File: config.mk
export PLATFORM = sky130hd
export DESIGN_NAME = fetch_sequencer
export DESIGN_NICKNAME = d
export VERILOG_FILES = /design/src/rtl/fetch_sequencer.sv
export SDC_FILE = /design/constraint.sdc
export NUM_CORES = 1
export LEC_CHECK = 0
export CAP_MARGIN = 20
export CORE_ASPECT_RATIO = 0.5
export CORE_MARGIN = 2
export CORE_UTILIZATION = 33
export CTS_BUF_LIST = sky130_fd_sc_hd__clkbuf_2
export CTS_CLUSTER_DIAMETER = 40
export DETAILED_ROUTE_END_ITERATION = 10
export GPL_TIMING_DRIVEN = 0
export PLACE_DENSITY = 0.65
export SLEW_MARGIN = 40
export SYNTH_ARGS = -nofsm -noshare
export SYNTH_HDL_FRONTEND = slang
export SYNTH_SLANG_ARGS = --single-unit
File: constraint.sdc
create_clock -name clk -period 2 [get_ports clk]
set_input_delay 0.3 -clock clk [delete_from_list [all_inputs] [get_ports clk]]
set_output_delay 0.3 -clock clk [all_outputs]
set_load 0.05 [all_outputs]
File: src/rtl/fetch_sequencer.sv
// fetch_sequencer: front end of the accumulator CPU.
//   Owns the program counter, the instruction RAM port and the fetch-to-decode
//   stage register. It runs a program-load phase (words streamed into RAM from
//   address 0), then a fetch loop: FETCH issues the read, CAPT registers the
//   returned word, and HOLD presents it to decode with a valid/ready handshake.
//   Execute may redirect the PC on the accept cycle. A HALT opcode ends the loop.
//
// Ports
//   clk, reset         rising-edge clock, asynchronous active-low reset
//   start, ld_start    pulses: begin fetch at PC 0 / begin load at address 0
//   ld_valid/last/data load stream in; ld_ready out (high only in LOAD)
//   ram_*              instruction RAM control; ram_rdata valid one cycle after read
//   instr_valid/ready  handshake to decode; instr_out word, instr_pc = its PC+1
//   br_valid/target    PC redirect, honoured only on the HOLD accept cycle
//   busy, halted       status
//
// Optional build macro FETCH_STATS_EN adds retired_cnt, a saturating count of
// accepted instructions, cleared by reset and by an accepted start pulse.

module fetch_sequencer #(
    parameter int         AW      = 8,
    parameter int         IW      = 16,
    parameter logic [4:0] HALT_OP = 5'b11111
) (
    input  logic          clk,
    input  logic          reset,
    input  logic          start,
    input  logic          ld_start,
    input  logic          ld_valid,
    input  logic          ld_last,
    input  logic [IW-1:0] ld_data,
    output logic          ld_ready,
    output logic          ram_en,
    output logic          ram_rd_en,
    output logic          ram_wr_en,
    output logic [AW-1:0] ram_addr,
    output logic [IW-1:0] ram_wdata,
    input  logic [IW-1:0] ram_rdata,
    output logic          instr_valid,
    input  logic          instr_ready,
    output logic [IW-1:0] instr_out,
    output logic [AW-1:0] instr_pc,
    input  logic          br_valid,
    input  logic [AW-1:0] br_target,
    output logic          busy,
    output logic          halted
`ifdef FETCH_STATS_EN
    ,
    output logic [15:0]   retired_cnt
`endif
);

    typedef enum logic [2:0] {
        S_IDLE, S_LOAD, S_FETCH, S_CAPT, S_HOLD, S_HALT
    } state_t;

    state_t        state, state_nx;
    logic [AW-1:0] pc, ld_cnt;
    logic          accept, is_halt, ld_end, start_go;

    assign instr_valid = (state == S_HOLD);
    assign accept      = instr_valid & instr_ready;
    assign is_halt     = (instr_out[IW-1:IW-5] == HALT_OP);
    // A load ends on the flagged word or on the last RAM address.
    assign ld_end      = ld_last | (ld_cnt == {AW{1'b1}});
    // ld_start has priority over start in IDLE and HALT.
    assign start_go    = ((state == S_IDLE) || (state == S_HALT)) && start && !ld_start;
    assign busy        = (state != S_IDLE) && (state != S_HALT);
    assign halted      = (state == S_HALT);

    always_ff @(posedge clk or negedge reset) begin
        if (!reset) state <= S_IDLE;
        else        state <= state_nx;
    end

    always_comb begin
        state_nx  = state;
        ld_ready  = 1'b0;
        ram_en    = 1'b0;
        ram_rd_en = 1'b0;
        ram_wr_en = 1'b0;
        ram_addr  = '0;
        ram_wdata = '0;
        unique case (state)
            S_IDLE, S_HALT: begin
                if (ld_start)   state_nx = S_LOAD;
                else if (start) state_nx = S_FETCH;
            end
            S_LOAD: begin
                ld_ready = 1'b1;
                if (ld_valid) begin
                    ram_en    = 1'b1;
                    ram_wr_en = 1'b1;
                    ram_addr  = ld_cnt;
                    ram_wdata = ld_data;
                    if (ld_end) state_nx = S_IDLE;
                end
            end
            S_FETCH: begin
                ram_en    = 1'b1;
                ram_rd_en = 1'b1;
                ram_addr  = pc;
                state_nx  = S_CAPT;
            end
            S_CAPT: state_nx = S_HOLD;
            S_HOLD: begin
                if (accept) state_nx = is_halt ? S_HALT : S_FETCH;
            end
            default: state_nx = S_IDLE;
        endcase
    end

    always_ff @(posedge clk or negedge reset) begin
        if (!reset) begin
            pc        <= '0;
            ld_cnt    <= '0;
            instr_out <= '0;
            instr_pc  <= '0;
        end else begin
            unique case (state)
                S_IDLE, S_HALT: begin
                    if (start_go) pc <= '0;
                end
                S_LOAD: begin
                    if (ld_valid) ld_cnt <= ld_end ? '0 : ld_cnt + 1'b1;
                end
                S_CAPT: begin
                    instr_out <= ram_rdata;
                    instr_pc  <= pc + 1'b1;
                    pc        <= pc + 1'b1;
                end
                S_HOLD: begin
                    // A HALT word ignores any redirect on its accept cycle.
                    if (accept && !is_halt && br_valid) pc <= br_target;
                end
                default: ;
            endcase
        end
    end

`ifdef FETCH_STATS_EN
    always_ff @(posedge clk or negedge reset) begin
        if (!reset)                       retired_cnt <= '0;
        else if (start_go)                retired_cnt <= '0;
        else if (accept && retired_cnt != 16'hFFFF) retired_cnt <= retired_cnt + 1'b1;
    end
`endif

endmodule

==> flow_metrics.py <==
metrics = {
    "routing": {
        "wl_per_cell_um": 15.19,
        "first_iter_violations": 167,
        "drc": 0,
        "first_pass_iters": 4,
        "vias": 2480,
        "wl_mm": 7.213,
        "vias_per_cell": 5.221,
        "ant_nets": 0,
    },
    "yosys": {
        "netlist_area_um2": 2382,
        "yosysMostFrequentCell": "dfrtp_1",
        "async_reset_ff_share_pct": 100.0,
        "synth_flop_cell": "dfrtp_1",
        "synth_area_leaders": "dfrtp_1 45%, mux2_2 8.0%, o21ai_0 5.3%",
        "syn_nets": 293,
        "yosysTopAreaCell": "dfrtp_1",
        "ys_types": 43,
        "yosys-top-cells-count": "43 x dfrtp_1, 31 x nand2_1, 25 x o21ai_0",
        "yosys_warnings": 0,
        "synth-seq-cells": 43,
        "avgSynthCellArea_um2": 9.804,
        "synthCells": 243,
        "synth-edff-count": 0,
        "synth_top_area_share_pct": 45.17,
        "seq_area_frac_synth_pct": 45.17,
    },
    "sta": {
        "fmax_ghz": 0.4572,
        "finalCritPeriodShare_pct": 109.4,
        "drv_slew": 0,
        "tightest_slew_ps": 506.5,
        "rsz0062_at_grt": "true",
        "min_period_ps": 2187,
        "holdWs_ps": 258.1,
        "setup_slack_ps": -187.4,
        "hold_viol": 0,
        "slew_headroom_pct": 66.18,
        "skew_ps": 16.09,
        "setup_viol": 28,
        "setup-tns-final_ps": -3713,
    },
    "clock_network": {
        "cts_tree": "built",
        "clkLatencyLatePin_ps": 390,
        "root_buffer": "clkbuf_2",
        "clk_pin_slew_ps": 210,
        "numCtsBuffers": 5,
        "h-tree-depth": 2,
        "cts_max_path_buffers": 2,
        "clock_sinks": 43,
    },
    "setup_path": {
        "rr_startpoint": "state[1]",
        "regToRegSetupSlack_ps": -90,
        "crit_chain": "buf_6 -> nor3b_4 -> nand2_4 -> inv_4 -> buf_6 -> clkbuf_16 -> and2_4 -> buf_8",
        "reg2regPathDepth": 7,
        "crit_slowest_cell": "dfrtp_1",
        "critical_path.max_stage_delay_ps": 430,
        "cpMostUsedCell": "buf_6",
        "crit_arrival_ps": 1890,
        "startpoint_type": "flip-flop",
        "r2r_end": "pc[1]",
        "critPathKind": "reg -> out",
        "worstPathMaxFanout": 6,
        "end_kind": "output port",
        "worstPathRequired_ps": 1700,
    },
    "floorplan": {
        "ios": 103,
        "rows": 21,
        "die_w_um": 124.2,
        "core_um2": 6832,
        "start_util_pct": 34.87,
        "dieArea_um2": 7956,
        "die_h_um": 64.08,
    },
    "grt": {
        "grt_max_degree": 33,
        "gr-total-overflow": 0,
        "first_global_vias": 2434,
        "grtUsageTotal_pct": 18.08,
        "antenna_found_initial": 0,
        "grt_first_pass_wirelength_mm": 11.42,
    },
    "cells_and_area": {
        "seqCellArea_um2": 1077,
        "multiInputGateArea_um2": 1355,
        "stdcell_count": 475,
        "fin_util_pct": 61.47,
        "area_growth_pct": 76.26,
        "fillers": 566,
        "fin_nets": 432,
        "antenna_cells": 0,
        "drive_above_1_share_pct": 35.77,
        "final_area_um2": 4199,
    },
    "placement": {
        "portBuffers": 102,
        "placed_cells": 438,
        "place.gp.congestion": 0.8926,
        "dp_slack_ps": -637.1,
        "dpl_cell_area_um2": 3656,
        "hpwl_mm": 5.092,
    },
    "min_path": {
        "worst_hold_path_type": "in -> async",
    },
    "run_status": {
        "violations": "setup timing",
        "outcome": "complete, but fails checks",
    },
    "pwr": {
        "power.density_nw_per_um2": 1465,
        "leakagePower_nw": 1.864,
        "max-vdd-ir-drop_mv": 0.7896,
        "total_power_mw": 6.153,
    },
    "job": {
        "drv_cap": 0,
    },
}
final cells by class:
cell class | instances | share of cell area [%]
inverters | 6 | 0.7747
multi-input cells | 178 | 32.27
repair buffers | 132 | 33.79
plain buffers | 16 | 3.248
clock buffers | 5 | 0.5959
flip-flops and latches | 43 | 25.66
clock inverters | 3 | 0.9237
well taps | 92 | 2.741
worst max path at each step:
| stage | start | endpoint | slack, ps | cells past startpoint |
|---|---|---|---|---|
| 6_report | state[2] | ram_wdata[0] | -190 | 8 |
| 5_1_grt | state[2] | ram_wdata[1] | -310 | 8 |
| 4_1_cts | state[2] | ram_wdata[15] | -230 | 8 |
| 3_5_place_dp | ld_valid | ram_wdata[1] | -640 | 7 |
| 3_3_place_gp | ld_valid | ram_wdata[0] | -620 | 7 |
| 2_1_floorplan | state[2] | ram_wdata[0] | -190 | 7 |
timing repair:
| item | in CTS | in global routing |
|---|---|---|
| hold buffers | 1 | 0 |
| setup buffers | 13 | 14 |
| pin swaps | 5 | 3 |
| resized for setup | 247 | 28 |
| endpoints found under the setup margin | 32 | 44 |
| hold endpoints to repair | 43 | 0 |
| gates cloned | 1 | 1 |
flip-flops by register name, indices dropped and copies added, names as in the netlist:
signal,count
instr_out,16
instr_pc,8
ld_cnt,8
pc,8
state,3
critical path: cells and delay by family, from the launching register on:
kind	cells	cell delay [ps]
buffers and inverters	5	630
DFF	1	430
and+or+nand+nor	3	460
cells in the final DEF (no fill, tap or decap), types with 2 or more instances in the layout:
cell	synthesis	layout
and2_4	0	16
o2111ai_1	5	5
xor2_1	4	4
buf_8	0	27
nor3_1	7	6
buf_6	2	7
nand3_1	10	10
ha_1	2	2
buf_4	0	26
clkbuf_8	0	2
dfrtp_1	43	42
a22o_4	0	7
xnor2_1	2	2
clkbuf_1	9	5
clkdlybuf4s50_1	0	62
buf_12	0	2
nand4_1	5	5
and3_1	2	2
and2_1	18	2
mux2_4	2	2
a21o_1	3	3
and4_1	3	3
mux2_2	17	17
nand2b_1	3	3
dlymetal6s2s_1	0	7
a21oi_1	6	6
clkbuf_2	0	6
o31a_1	4	4
buf_2	5	5
inv_1	5	3
nor2_1	2	2
o21ai_0	25	23
nand2_1	31	29
routing by layer:
| metal | GRT usage (%) | wire (um) | up-vias |
|---|---|---|---|
| li1 | - | - | 1160 |
| met1 | 22.73 | 2879 | 1209 |
| met2 | 32.31 | 3696 | 106 |
| met3 | 3.750 | 604 | 5 |
| met4 | 3.371 | 33 | 0 |
| met5 | 0 | 0 | - |
report_power, final:
part | total (mW) | switching [mW] | leakage (nW) | internal, mW
Combinational | 4.19 | 2.40 | 1.27 | 1.78
Clock | 0.477 | 0.271 | 0.0404 | 0.206
Sequential | 1.49 | 0.286 | 0.552 | 1.20
Total | 6.15 | 2.96 | 1.86 | 3.20
logic make-up after synthesis:
group                      count (synthesis)  synth area share (%)
muxes                                     19                 9.296
adders and majority gates                  2                 1.050
DFF                                       43                 45.17
and+or+nand+nor                           89                 20.12
buffers and inverters                     22                 4.359
AOI/OAI and AO/OA                         62                 17.81
xor gates and xnor gates                   6                 2.206
(Power assumes the default switching activity.)
